File: config.mk
export PLATFORM = sky130hd
export DESIGN_NAME = rv_ready_pattern_gen
export DESIGN_NICKNAME = d
export VERILOG_FILES = /design/src/rtl/rv_chk_pkg.sv /design/src/rtl/rv_ready_pattern_gen.sv
export SDC_FILE = /design/constraint.sdc
export NUM_CORES = 1
export LEC_CHECK = 0
export BUFFER_PORTS_ARGS = -buffer_cell sky130_fd_sc_hd__buf_2
export CAP_MARGIN = 40
export CELL_PAD_IN_SITES_DETAIL_PLACEMENT = 1
export CELL_PAD_IN_SITES_GLOBAL_PLACEMENT = 2
export CORE_ASPECT_RATIO = 0.7
export CORE_MARGIN = 3
export CORE_UTILIZATION = 42
export CTS_BUF_LIST = sky130_fd_sc_hd__clkbuf_8
export DETAILED_ROUTE_END_ITERATION = 10
export PLACE_DENSITY_LB_ADDON = 0.1
export SYNTH_ARGS = -nofsm -noshare
export SYNTH_HDL_FRONTEND = slang
export SYNTH_SLANG_ARGS = --single-unit
File: constraint.sdc
create_clock -name clk -period 1.4 [get_ports clk]
set_input_delay 0.07 -clock clk [delete_from_list [all_inputs] [get_ports clk]]
set_output_delay 0.07 -clock clk [all_outputs]
set_load 0.03 [all_outputs]
File: src/rtl/rv_chk_pkg.sv
// Shared encodings for the ready/valid sink checker: FSM states, ready modes, error codes, LFSR step.
// Pure declarations; no latency or backpressure of its own.
package rv_chk_pkg;

  localparam logic [1:0] ST_IDLE = 2'd0;
  localparam logic [1:0] ST_RUN  = 2'd1;
  localparam logic [1:0] ST_DONE = 2'd2;
  localparam logic [1:0] ST_FAIL = 2'd3;

  localparam logic [1:0] MODE_ALWAYS = 2'd0;
  localparam logic [1:0] MODE_TOGGLE = 2'd1;
  localparam logic [1:0] MODE_RANDOM = 2'd2;
  localparam logic [1:0] MODE_BURST  = 2'd3;

  localparam logic [1:0] ERR_NONE    = 2'd0;
  localparam logic [1:0] ERR_DATA    = 2'd1;
  localparam logic [1:0] ERR_TIMEOUT = 2'd2;
  localparam logic [1:0] ERR_PROTO   = 2'd3;

  // Galois form of x^16+x^14+x^13+x^11
  localparam logic [15:0] LFSR_TAPS = 16'hB400;

  function automatic logic [15:0] lfsr_step(input logic [15:0] s);
    lfsr_step = s[0] ? ((s >> 1) ^ LFSR_TAPS) : (s >> 1);
  endfunction

endpackage

File: src/rtl/rv_ready_pattern_gen.sv
// Computes next-cycle in_ready for the selected pattern; holds LFSR and toggle/burst phase.
// Combinational output from registered phase; the caller registers it (one cycle ahead).
module rv_ready_pattern_gen
  import rv_chk_pkg::*;
#(
  parameter logic [15:0] LFSR_SEED = 16'hACE1
)(
  input  logic       clk,
  input  logic       rst_n,
  input  logic       restart,
  input  logic       run,
  input  logic [1:0] mode,
  output logic       ready_nxt
);

  logic [15:0] lfsr_q, lfsr_d;
  logic [2:0]  phase_q, phase_d, phase_inc;

  // phase_q is the index of the current RUN cycle (mod 8); ready_nxt targets index+1
  assign phase_inc = phase_q + 3'd1;

  always_comb begin
    lfsr_d  = lfsr_q;
    phase_d = phase_q;
    if (restart) begin
      phase_d = '0;
    end else if (run) begin
      lfsr_d  = lfsr_step(lfsr_q);
      phase_d = phase_inc;
    end
  end

  always_comb begin
    case (mode)
      MODE_TOGGLE: ready_nxt = phase_q[0];
      MODE_RANDOM: ready_nxt = lfsr_q[0];
      MODE_BURST:  ready_nxt = ~phase_inc[2];
      default:     ready_nxt = 1'b1;
    endcase
  end

  always_ff @(posedge clk or negedge rst_n) begin
    if (!rst_n) begin
      lfsr_q  <= LFSR_SEED;
      phase_q <= '0;
    end else begin
      lfsr_q  <= lfsr_d;
      phase_q <= phase_d;
    end
  end

endmodule

After elaboration in Yosys (flattened, before gate mapping)
Index checks and enable logic that the tools add are counted.
{"block": "totals", "regBits": 19, "inputBits": 6, "word_cells": 15}
{"block": "classes", "add_sub_neg": 1, "n_eq_ne": 3, "muxes": 4, "bitwise_logic": 3, "reduce_logical": 2}
{"cell": "16-bit two-way mux", "count": 1}
{"cell": "3-bit two-way mux", "count": 2}
{"cell": "2-bit == test (second input constant)", "count": 2}
{"cell": "3-bit inverter with 4-bit output", "count": 1}
{"cell": "3-bit by 1-bit adder with 3-bit output (second input constant)", "count": 1}
{"cell": "1-bit case mux with 3 select lines", "count": 1}
{"cell": "2-bit by 1-bit == test with 1-bit output (second input constant)", "count": 1}
{"cell": "1-bit inverter", "count": 2}
{"cell": "2-bit AND reduction", "count": 1}
{"cell": "2-bit nonzero test", "count": 1}

Logic depth before layout (Yosys ltp)
Gate-level depths: netlist of run 1.
{"block": "logic_depth", "ltp_word": 3, "mapped_depth": 5, "mapped_depth_nobuf": 4}

Worst setup path after synthesis of run 1
OpenSTA, ideal clock, no wires.
{"block": "synth_path", "path_kind": "flip-flop to output port", "start": "register phase_q[0]", "end": "output ready_nxt", "t_arrival_ns": 1.338, "required_time_ns": 1.330, "setup_slack_ns": -0.008, "stages_incl_launch_ff": 5, "n_path_buf": 0, "path_cell_list": "dfrtp_1 -> ha_1 -> xnor2_1 -> mux2i_1 -> a21oi_1"}
{"block": "synth_between", "elab_chain_len": 3}
{"item": "from (decl)", "line_no": "rv_ready_pattern_gen.sv:17", "source": "logic [2:0] phase_q, phase_d, phase_inc;"}
{"item": "from (signal assigned)", "line_no": "rv_ready_pattern_gen.sv:48", "source": "phase_q <= phase_d;"}
{"item": "3-bit by 1-bit adder with 3-bit output", "line_no": "rv_ready_pattern_gen.sv:20", "source": "assign phase_inc = phase_q + 3'd1;"}
{"item": "1-bit inverter", "line_no": "rv_ready_pattern_gen.sv:37", "source": "MODE_BURST: ready_nxt = ~phase_inc[2];"}
{"item": "1-bit case mux with 3 select lines *", "line_no": "rv_ready_pattern_gen.sv:34", "source": "case (mode)"}
{"item": "to (decl)", "line_no": "rv_ready_pattern_gen.sv:13", "source": "output logic ready_nxt"}
Mark *: on every way between the ends. The rest lies on a longest branch, timed or not.

Final worst setup path of run 1
Same ends and word-level chain as after synthesis.

==> flow_metrics.env, run 1 <==
export IMPL_dr_total_vias=446
export IMPL_timing_worst_setup_path_type="register to output port"
export IMPL_num_fill_cells=180
export IMPL_worst_hold_slack_ns=0.00442
export IMPL_yosysWarnings=0
export IMPL_clock_latency_ns=0.25
export IMPL_chipHeight_um=43.0
export IMPL_path_cells="ha_2 -> xnor2_1 -> mux2i_1 -> a21oi_2 -> buf_6"
export IMPL_cts_max_path_buffers=2
export IMPL_finalWirelength_mm=1.27
export IMPL_fraction_of_power_spent_switching_nets_pct=25.0
export IMPL_fin_setup_tns_ns=-0.00912
export IMPL_clkSlewWorstSetupHoldPaths_ns=0.07
export IMPL_grt_setup_unrepaired="yes"
export IMPL_p_int_mw=1.20
export IMPL_hold_depth=2
export IMPL_via_count_of_the_first_global_routing_pass=489
export IMPL_first_pass_iters=2
export IMPL_placement_setup_worst_slack_ns=0.103
export IMPL_failed_checks="negative setup slack"
export IMPL_post_route_period_util_pct=101
export IMPL_placement_io_buffers=6
export IMPL_dominant_cells_by_area_after_synthesis="dfrtp_1 33%, dfstp_2 26%, mux2_2 12%, mux2_4 7.3%, xnor2_1 5.3%"
export IMPL_cts_root_buffer="clkbuf_8"
export IMPL_die_width_um=58.9
export IMPL_max_cap_violations=0
export IMPL_status="finished with violations"
export IMPL_cts_inserted_buffers=3
export IMPL_hold_viol=0
export IMPL_floorplan_initialDensity_pct=48.0
export IMPL_grt_first_pass_wirelength_mm=2.30
export IMPL_postRouteAntennaNets=0
export IMPL_number_of_antenna_violations_at_the_first_check_in_global_routing=0
export IMPL_ys_seq_area_share_pct=59.1
export IMPL_max_vdd_ir_drop_mv=0.904
export IMPL_gp_congestion=0.662
export IMPL_design_die_area_um2=2530
export IMPL_fin_ws_ns=-0.00912
export IMPL_netlist_area_um2=822
export IMPL_portion_of_total_power_attributed_to_combinational_logic_pct=20.8
export IMPL_dp_hpwl_um=822
export IMPL_synth_top_cell_area_share_pct=33.5
export IMPL_final_area_um2=931
export IMPL_rr_worst_depth=4
export IMPL_gr_total_overflow=0
export IMPL_num_nets_final=75
export IMPL_synth_net_count=64
export IMPL_largest_net_degree_at_the_start_of_global_routing=20
export IMPL_critical_path_reg2reg_endpoint="phase_q[2]"
export IMPL_drc=0
export IMPL_r2r_setup_slack_ns=0.41
export IMPL_n_antenna_cell=0
export IMPL_netlist_cell_type_count=17
export IMPL_timing_critical_path_arrival_ns=1.34
export IMPL_ioPinCount=7
export IMPL_number_of_non_filler_instances_in_the_completed_layout=88
export IMPL_timing_final_setup_violations=1
export IMPL_final_layout_size_suffix_gt1_share_pct=50.7
export IMPL_start_kind="register"
export IMPL_report_power_total_mw=1.60
export IMPL_synth_largest_area_cell="dfrtp_1"
export IMPL_net_switching_power_mw=0.402
export IMPL_cts_tree="built"
export IMPL_p_clk_share_pct=22.9
export IMPL_synth_avg_cell_area_um2=14.4
export IMPL_clock_skew_ns=0.00353
export IMPL_critical_path_startpoint="phase_q[0]"
export IMPL_finish_utilization_pct=54.4
export IMPL_hold_path_startpoint="restart"
export IMPL_hold_path_class="primary input to register"
export IMPL_synthesis_instances=57
export IMPL_drtIter0Drc=5
export IMPL_timing_final_max_slew_violations=0
export IMPL_cts_num_sinks=19
export IMPL_power_frac_seq_pct=56.2
export IMPL_cts_max_level=1
export IMPL_worst_slew_pin_slew_ns=0.415
export IMPL_worstPathRequired_ns=1.33
export IMPL_final_period_minus_worst_setup_slack_ns=1.41
export IMPL_r2r_start="phase_q[0]"
export IMPL_area_growth_from_synthesis_to_layout_pct=13.2
export IMPL_cp_slowest_stage_delay_ns=0.39
export IMPL_grt_util_all_layers_pct=12.9
export IMPL_routed_wire_length_per_instance_um=14.4
export IMPL_placed_area_um2=860
export IMPL_cells_after_dpl=82
export IMPL_core_area_um2=1710
export IMPL_timing_critical_path_slowest_stage_cell="dfrtp_1"
export IMPL_via_per_inst=5.07
export IMPL_rows=12
export IMPL_achievable_frequency_mhz=710
export IMPL_worstHoldEndpoint="phase_q[2]"
export IMPL_cellPowerDensity_nw_per_um2=1720
export IMPL_critPathCaptureType="output port"
export IMPL_critPathMaxFanout=2
export IMPL_static_leakage_power_nw=0.431
export IMPL_timing_slew_headroom_pct=72.4
export IMPL_synth_seq_cells=19
==> synthesized netlist by cell type <==
cell type,count
dfrtp_1,11
mux2_2,9
dfstp_2,8
xnor2_1,5
mux2_4,4
nand2_1,4
nor2_1,3
o21ai_0,3
mux2i_1,2
a21oi_1,1
buf_6,1
buf_8,1
clkbuf_1,1
ha_1,1
nand2b_1,1
nor3b_1,1
xor2_1,1
==> logic make-up after synthesis <==
kind of cell / Yosys count / synth area share, %
DFF: 19 / 59.1
AOI/OAI and AO/OA: 4 / 2.43
adders and majority gates: 1 / 1.52
xor gates and xnor gates: 6 / 6.39
and+or+nand+nor: 9 / 4.87
buffers and inverters: 3 / 3.65
muxes: 15 / 22.1
==> registers in the layout, indices dropped and copies added (netlist names) <==
register	flops
lfsr_q	16
phase_q	3
==> per-layer routing <==
| metal | vias up | track usage, % | part of all wire [%] |
|---|---|---|---|
| li1 | 209 | - | - |
| met3 | 5 | 5.47 | 5.1 |
| met1 | 225 | 15.9 | 45 |
| met5 | - | 0 | 0 |
| met4 | 0 | 6.79 | 2.4 |
| met2 | 7 | 18.9 | 47 |
==> final cells by class <==
type / count / area [µm²] / area share [%]
Clock buffer: 3 / 41.3 / 4.44
Clock inverter: 1 / 3.75 / 0.403
Multi-Input combinational cell: 35 / 313 / 33.6
Sequential cell: 19 / 485 / 52.2
Tap cell: 21 / 26.3 / 2.82
Timing Repair Buffer: 9 / 61.3 / 6.59
==> worst max-delay path: cells and delay by family, from the launching register on <==
kind | cells | cell delay (ns)
DFF | 1 | 0.39
adders and majority gates | 1 | 0.20
AOI/OAI and AO/OA | 1 | 0.13
xor gates and xnor gates | 1 | 0.13
muxes | 1 | 0.10
buffers and inverters | 1 | 0.14
==> power groups by stage <==
stage	Combinational (mW)	Sequential (mW)	Clock [mW]
after global placement	0.317	0.906	0
after detailed placement	0.323	0.915	0
final	0.334	0.902	0.368
after global routing	0.380	0.927	0.417
after floorplan	0.298	0.860	0
after CTS	0.343	0.906	0.389
==> how the worst max path moves through the flow <==
stage / to / depth (start not counted)
5_1_grt: ready_nxt / 5
3_3_place_gp: ready_nxt / 5
3_5_place_dp: ready_nxt / 5
6_report: ready_nxt / 5
4_1_cts: ready_nxt / 5
2_1_floorplan: ready_nxt / 4
==> repair_timing <==
item	in CTS	in global routing
hold buffers	1	0
endpoints found under the hold margin	11	0
endpoints found under the setup margin	1	1
cloned	0	0
pin swaps	2	0
gates resized for setup	3	0
setup buffers	1	0
==> layout by cell type (no fill, tap or decap), types with 2 or more instances in the layout <==
cell type	count
xnor2_1	5
nor2_1	3
dfstp_2	8
clkbuf_8	3
o21ai_0	3
dfrtp_1	11
mux2i_1	2
buf_2	5
mux2_2	9
nand2_1	4
mux2_4	4
buf_4	2
Power figures use the tool's default switching activity.
==> inputs of run 2 (changes only) <==
==> constraint.sdc (replaced) <==
create_clock -name clk -period 1.4 [get_ports clk]
set_input_delay 0.14 -clock clk [delete_from_list [all_inputs] [get_ports clk]]
set_output_delay 0.14 -clock clk [all_outputs]
set_load 0.03 [all_outputs]
==> run 2 against run 1 <==
  * The flow still finishes with violations (negative setup slack)
  * Die area did not move
  * Combinational power rose by 1%
  * Clock power fell by 2%
  * Setup slack got worse by 0.063 ns
  * Total power barely moved
  * Clock skew fell by 0.0016 ns
==> flow_metrics.env, run 2 (same netlist as run 1, synthesis figures left out) <==
export IMPL_clkSlewWorstSetupHoldPaths_ns=0.06
export IMPL_status="finished with violations"
export IMPL_fin_ws_ns=-0.0716
export IMPL_r2r_start="phase_q[0]"
export IMPL_post_route_period_util_pct=105
export IMPL_max_ffs_per_register=16
export IMPL_critical_path_reg2reg_endpoint="phase_q[2]"
export IMPL_hold_viol=0
export IMPL_rr_worst_depth=4
export IMPL_max_vdd_ir_drop_mv=0.989
export IMPL_cts_max_path_buffers=2
export IMPL_cts_root_buffer="clkbuf_8"
export IMPL_timing_critical_path_slowest_stage_cell="dfrtp_1"
export IMPL_failed_checks="negative setup slack"
export IMPL_cells_after_dpl=82
export IMPL_r2r_setup_slack_ns=0.42
export IMPL_worst_hold_slack_ns=0.0796
export IMPL_final_common_cell="dfrtp_1"
export IMPL_gp_congestion=0.662
export IMPL_start_kind="register"
export IMPL_achievable_frequency_mhz=680
export IMPL_grt_setup_unrepaired="yes"
export IMPL_timing_worst_setup_path_type="register to output port"
export IMPL_via_count_of_the_first_global_routing_pass=521
export IMPL_n_antenna_cell=0
export IMPL_final_period_minus_worst_setup_slack_ns=1.47
export IMPL_final_layout_size_suffix_gt1_share_pct=50.7
export IMPL_design_die_area_um2=2530
export IMPL_static_leakage_power_nw=0.437
export IMPL_final_cell_mix="11 x dfrtp_1, 9 x mux2_2, 8 x dfstp_2"
export IMPL_number_of_non_filler_instances_in_the_completed_layout=88
export IMPL_regMostFlops="lfsr_q"
export IMPL_timing_final_setup_violations=1
export IMPL_chipHeight_um=43.0
export IMPL_clock_latency_ns=0.25
export IMPL_grt_first_pass_wirelength_mm=2.32
export IMPL_timing_slew_headroom_pct=73.2
export IMPL_number_of_antenna_violations_at_the_first_check_in_global_routing=0
export IMPL_cellPowerDensity_nw_per_um2=1700
export IMPL_placement_setup_worst_slack_ns=0.0554
export IMPL_routed_wire_length_per_instance_um=13.8
export IMPL_worstPathRequired_ns=1.26
export IMPL_dp_hpwl_um=837
export IMPL_grt_util_all_layers_pct=12.7
export IMPL_timing_critical_path_arrival_ns=1.33
export IMPL_drtIter0Drc=3
export IMPL_hold_path_startpoint="restart"
export IMPL_timing_final_max_slew_violations=0
export IMPL_largest_net_degree_at_the_start_of_global_routing=20
export IMPL_rows=12
export IMPL_hold_path_class="primary input to register"
export IMPL_floorplan_initialDensity_pct=48.0
export IMPL_area_growth_from_synthesis_to_layout_pct=14.8
export IMPL_via_per_inst=4.91
export IMPL_finalWirelength_mm=1.22
export IMPL_max_cap_violations=0
export IMPL_placement_io_buffers=6
export IMPL_cts_inserted_buffers=3
export IMPL_die_width_um=58.9
export IMPL_ioPinCount=7
export IMPL_dr_total_vias=432
export IMPL_gr_total_overflow=0
export IMPL_worst_slew_pin_slew_ns=0.402
export IMPL_clock_skew_ns=0.00190
export IMPL_worstHoldEndpoint="phase_q[0]"
export IMPL_cp_slowest_stage_delay_ns=0.39
export IMPL_path_delay_family="flip-flops"
export IMPL_postRouteAntennaNets=0
export IMPL_path_cells="ha_2 -> xnor2_1 -> mux2i_1 -> a21oi_2 -> buf_6"
export IMPL_layout_top_registers="lfsr_q (16), phase_q (3)"
export IMPL_drc=0
export IMPL_num_nets_final=75
export IMPL_first_pass_iters=3
export IMPL_critPathCaptureType="output port"
export IMPL_hold_depth=2
export IMPL_critPathMaxFanout=2
export IMPL_cts_num_sinks=19
export IMPL_timing_critical_path_buf_inv=1
export IMPL_core_area_um2=1710
export IMPL_cts_tree="built"
export IMPL_cts_max_level=1
-- run 2: cell counts in the layout (fill, tap and decap cells not counted) --
Identical to the previous run, type by type.
-- run 2: how the worst max path moves through the flow --
stage / end / cells past startpoint / from
detailed placement: ready_nxt / 5 / phase_q[0]
finish: ready_nxt / 5 / phase_q[0]
global route: ready_nxt / 5 / phase_q[0]
CTS: ready_nxt / 5 / phase_q[0]
global placement: ready_nxt / 5 / phase_q[0]
floorplan: ready_nxt / 4 / phase_q[0]
-- run 2: power breakdown --
| part | switching [mW] | internal (mW) |
|---|---|---|
| Sequential | 0.116 | 0.788 |
| Combinational | 0.116 | 0.223 |
| Clock | 0.166 | 0.194 |
-- run 2: cell type report --
type | instances | area (µm²)
fill | 176 | 768
sequential | 19 | 485
multi-input combinational | 35 | 313
timing repair buffer | 9 | 73.8
clock buffer | 3 | 41.3
tap | 21 | 26.3
clock inverter | 1 | 3.75
-- run 2: through the flow --
step                total power [mW]  setup TNS [ns]  cell area, µm²  utilization, %
floorplan                       1.16               0             826               -
global placement                1.23               0             872            51.0
detailed placement              1.25               0             872            51.0
CTS                             1.63         -0.0877             943            55.1
global route                    1.72          -0.153             943            55.1
finish                          1.60         -0.0716             943            55.1
-- run 2: timing repair --
item / 4_1_cts / 5_1_grt
gates resized for setup: 3 / 0
endpoints found under the hold margin: 11 / 0
hold buffers: 1 / 0
pin swaps: 2 / 0
buffers inserted: 1 / 0
setup endpoints to repair: 1 / 1
-- run 2: layer usage --
layer,vias up,track usage [%],wire length [µm]
li1,209,-,-
met1,215,15.7,588
met2,6,19.8,568
met3,2,5.47,50
met4,0,4.07,10
met5,-,0,0
==> inputs of run 3 (changes only) <==
--- a/config.mk
+++ b/config.mk
@@ -5,13 +5,12 @@
 export SDC_FILE = /design/constraint.sdc
 export NUM_CORES = 1
 export LEC_CHECK = 0
-export BUFFER_PORTS_ARGS = -buffer_cell sky130_fd_sc_hd__buf_2
+export BUFFER_PORTS_ARGS = -buffer_cell sky130_fd_sc_hd__clkbuf_2
 export CAP_MARGIN = 40
 export CELL_PAD_IN_SITES_DETAIL_PLACEMENT = 1
 export CELL_PAD_IN_SITES_GLOBAL_PLACEMENT = 2
-export CORE_ASPECT_RATIO = 0.7
 export CORE_MARGIN = 3
-export CORE_UTILIZATION = 42
+export CORE_UTILIZATION = 46
 export CTS_BUF_LIST = sky130_fd_sc_hd__clkbuf_8
 export DETAILED_ROUTE_END_ITERATION = 10
 export PLACE_DENSITY_LB_ADDON = 0.1
==> constraint.sdc (replaced) <==
create_clock -name clk -period 1.9 [get_ports clk]
set_input_delay 0.19 -clock clk [delete_from_list [all_inputs] [get_ports clk]]
set_output_delay 0.19 -clock clk [all_outputs]
set_load 0.03 [all_outputs]
==> run 3 against run 2 <==
  * The flow now finishes without violations
  * Core utilization increased by 2.3 points
  * Clock power is 27% lower
  * Sequential share of layout area increased by 1.6 points
  * Register-to-register slack better by 0.45 ns
  * Clock-buffer cell count is the same
  * Design area fell by 3.1%
  * First-iteration DRC count down 100%
  * Clock skew grew 0.0013 ns
  * Sequential cell count did not move
  * Critical path depth stayed put
  * Largest power group unchanged
  * Highest routed layer unchanged
==> flow_metrics.env, run 3 (same netlist as run 1, synthesis figures left out) <==
export IMPL_status="completed"
export IMPL_worst_slew_pin_slew_ns=0.778
export IMPL_cts_max_path_buffers=2
export IMPL_regMostFlops="lfsr_q"
export IMPL_hold_path_startpoint="restart"
export IMPL_num_fill_cells=165
export IMPL_cellPowerDensity_nw_per_um2=1280
export IMPL_critical_path_reg2reg_endpoint="phase_q[2]"
export IMPL_max_vdd_ir_drop_mv=0.819
export IMPL_timing_critical_path_arrival_ns=1.49
export IMPL_r2r_start="phase_q[0]"
export IMPL_achievable_frequency_mhz=596
export IMPL_final_layout_size_suffix_gt1_share_pct=47.0
export IMPL_dp_hpwl_um=839
export IMPL_finalWirelength_mm=1.19
export IMPL_drc=0
export IMPL_final_period_minus_worst_setup_slack_ns=1.68
export IMPL_top_signal_layer_used="met4"
export IMPL_cts_tree="built"
export IMPL_fin_setup_tns_ns=0
export IMPL_critPathMaxFanout=3
export IMPL_clock_latency_ns=0.25
export IMPL_final_common_cell="dfrtp_1"
export IMPL_cts_root_buffer="clkbuf_8"
export IMPL_num_nets_final=74
export IMPL_hold_viol=0
export IMPL_post_cts_resize_count=0
export IMPL_wirelength_met1_um=560
export IMPL_fin_ws_ns=0.222
export IMPL_ioPinCount=7
export IMPL_clkSlewWorstSetupHoldPaths_ns=0.07
export IMPL_hold_depth=2
export IMPL_fraction_of_power_spent_switching_nets_pct=24.9
export IMPL_report_power_total_mw=1.17
export IMPL_rr_worst_depth=4
export IMPL_grt_first_pass_wirelength_mm=1.90
export IMPL_area_growth_from_synthesis_to_layout_pct=11.3
export IMPL_gp_congestion=0.642
export IMPL_cts_num_sinks=19
export IMPL_drtIter0Drc=0
export IMPL_design_die_area_um2=2330
export IMPL_hold_path_class="primary input to register"
export IMPL_core_area_um2=1590
export IMPL_timing_final_setup_violations=0
export IMPL_timing_final_max_slew_violations=0
export IMPL_timing_slew_headroom_pct=48.1
export IMPL_via_count_of_the_first_global_routing_pass=446
export IMPL_number_of_antenna_violations_at_the_first_check_in_global_routing=0
export IMPL_met2_wirelength_um=567
export IMPL_chipHeight_um=48.3
export IMPL_cts_inserted_buffers=3
export IMPL_critPathCaptureType="output port"
export IMPL_largest_net_degree_at_the_start_of_global_routing=20
export IMPL_portion_of_total_power_attributed_to_combinational_logic_pct=20.3
export IMPL_routed_wire_length_per_instance_um=13.2
export IMPL_cts_max_level=1
export IMPL_worstPathRequired_ns=1.71
export IMPL_post_route_period_util_pct=88.3
export IMPL_final_cell_mix="11 x dfrtp_1, 9 x mux2_2, 8 x dfstp_2"
export IMPL_n_antenna_cell=0
export IMPL_max_cap_violations=0
export IMPL_max_ffs_per_register=16
export IMPL_cts_hold_buffers=1
export IMPL_p_clk_share_pct=22.7
export IMPL_placement_io_buffers=6
export IMPL_gr_total_overflow=0
export IMPL_timing_worst_setup_path_type="register to output port"
export IMPL_die_width_um=48.3
export IMPL_power_frac_seq_pct=57.0
export IMPL_first_pass_iters=1
export IMPL_r2r_setup_slack_ns=0.87
export IMPL_worst_hold_slack_ns=0.136
export IMPL_static_leakage_power_nw=0.427
export IMPL_floorplan_initialDensity_pct=51.6
export IMPL_clock_skew_ns=0.00318
export IMPL_placement_setup_worst_slack_ns=0.382
export IMPL_p_int_mw=0.878
export IMPL_via_per_inst=4.90
export IMPL_postRouteAntennaNets=0
export IMPL_start_kind="register"
export IMPL_worstHoldEndpoint="phase_q[0]"
export IMPL_number_of_setup_buffers_added_after_cts=0
export IMPL_rows=14
export IMPL_net_switching_power_mw=0.290
export IMPL_dr_total_vias=441
export IMPL_grt_setup_unrepaired="no"
export IMPL_layout_top_registers="lfsr_q (16), phase_q (3)"
export IMPL_met3WireLength_um=48
export IMPL_grt_util_all_layers_pct=12.8
## run 3: cell count changes in the layout (fill, tap and decap cells not counted)
cell / delta
clkbuf_2: +6
buf_2: -5
a21oi_1: +1
a21oi_2: -1
buf_12: -1
buf_6: -1
ha_1: +1
ha_2: -1
## run 3: worst max-delay path by stage
stage          slack [ns]        from        end  depth (start not counted)
2_1_floorplan        0.37  phase_q[0]  ready_nxt                          4
6_report             0.22  phase_q[0]  ready_nxt                          5
5_1_grt              0.14  phase_q[0]  ready_nxt                          5
3_3_place_gp         0.42     restart  lfsr_q[3]                          3
3_5_place_dp         0.38     restart  lfsr_q[4]                          3
4_1_cts              0.21  phase_q[0]  ready_nxt                          5
## run 3: power groups by stage
stage | Combinational, mW | Sequential, mW | Clock [mW]
2_1_floorplan | 0.218 | 0.633 | 0
5_1_grt | 0.266 | 0.685 | 0.294
6_report | 0.237 | 0.666 | 0.265
3_5_place_dp | 0.240 | 0.676 | 0
3_3_place_gp | 0.231 | 0.668 | 0
4_1_cts | 0.244 | 0.668 | 0.276
## run 3: through the flow
step / area (µm²) / instances / util (%)
after floorplan: 822 / 57 / -
after global routing: 915 / 90 / 57.4
after detailed placement: 860 / 85 / 53.9
after global placement: 860 / 85 / 53.9
after CTS: 915 / 90 / 57.4
final: 915 / 90 / 57.4
## run 3: worst max-delay path: stages, from the launching register on
cell	delay (ns)
dfrtp_1	0.41
ha_1	0.23
xnor2_1	0.15
mux2i_1	0.09
a21oi_1	0.14
clkbuf_2	0.22
## run 3: layout make-up
cell class | count | area [µm²] | share of cell area, %
Multi-Input combinational cell | 35 | 307 | 33.5
Tap cell | 24 | 30.0 | 3.28
Clock buffer | 3 | 41.3 | 4.51
Sequential cell | 19 | 485 | 53.1
Clock inverter | 1 | 3.75 | 0.410
Timing Repair Buffer | 8 | 47.5 | 5.20
## run 3: routing by layer
layer / global-route usage (%) / vias to the layer above
li1: - / 209
met1: 13.7 / 223
met2: 20.6 / 7
met3: 6.64 / 2
met4: 6.45 / 0
met5: 0 / -
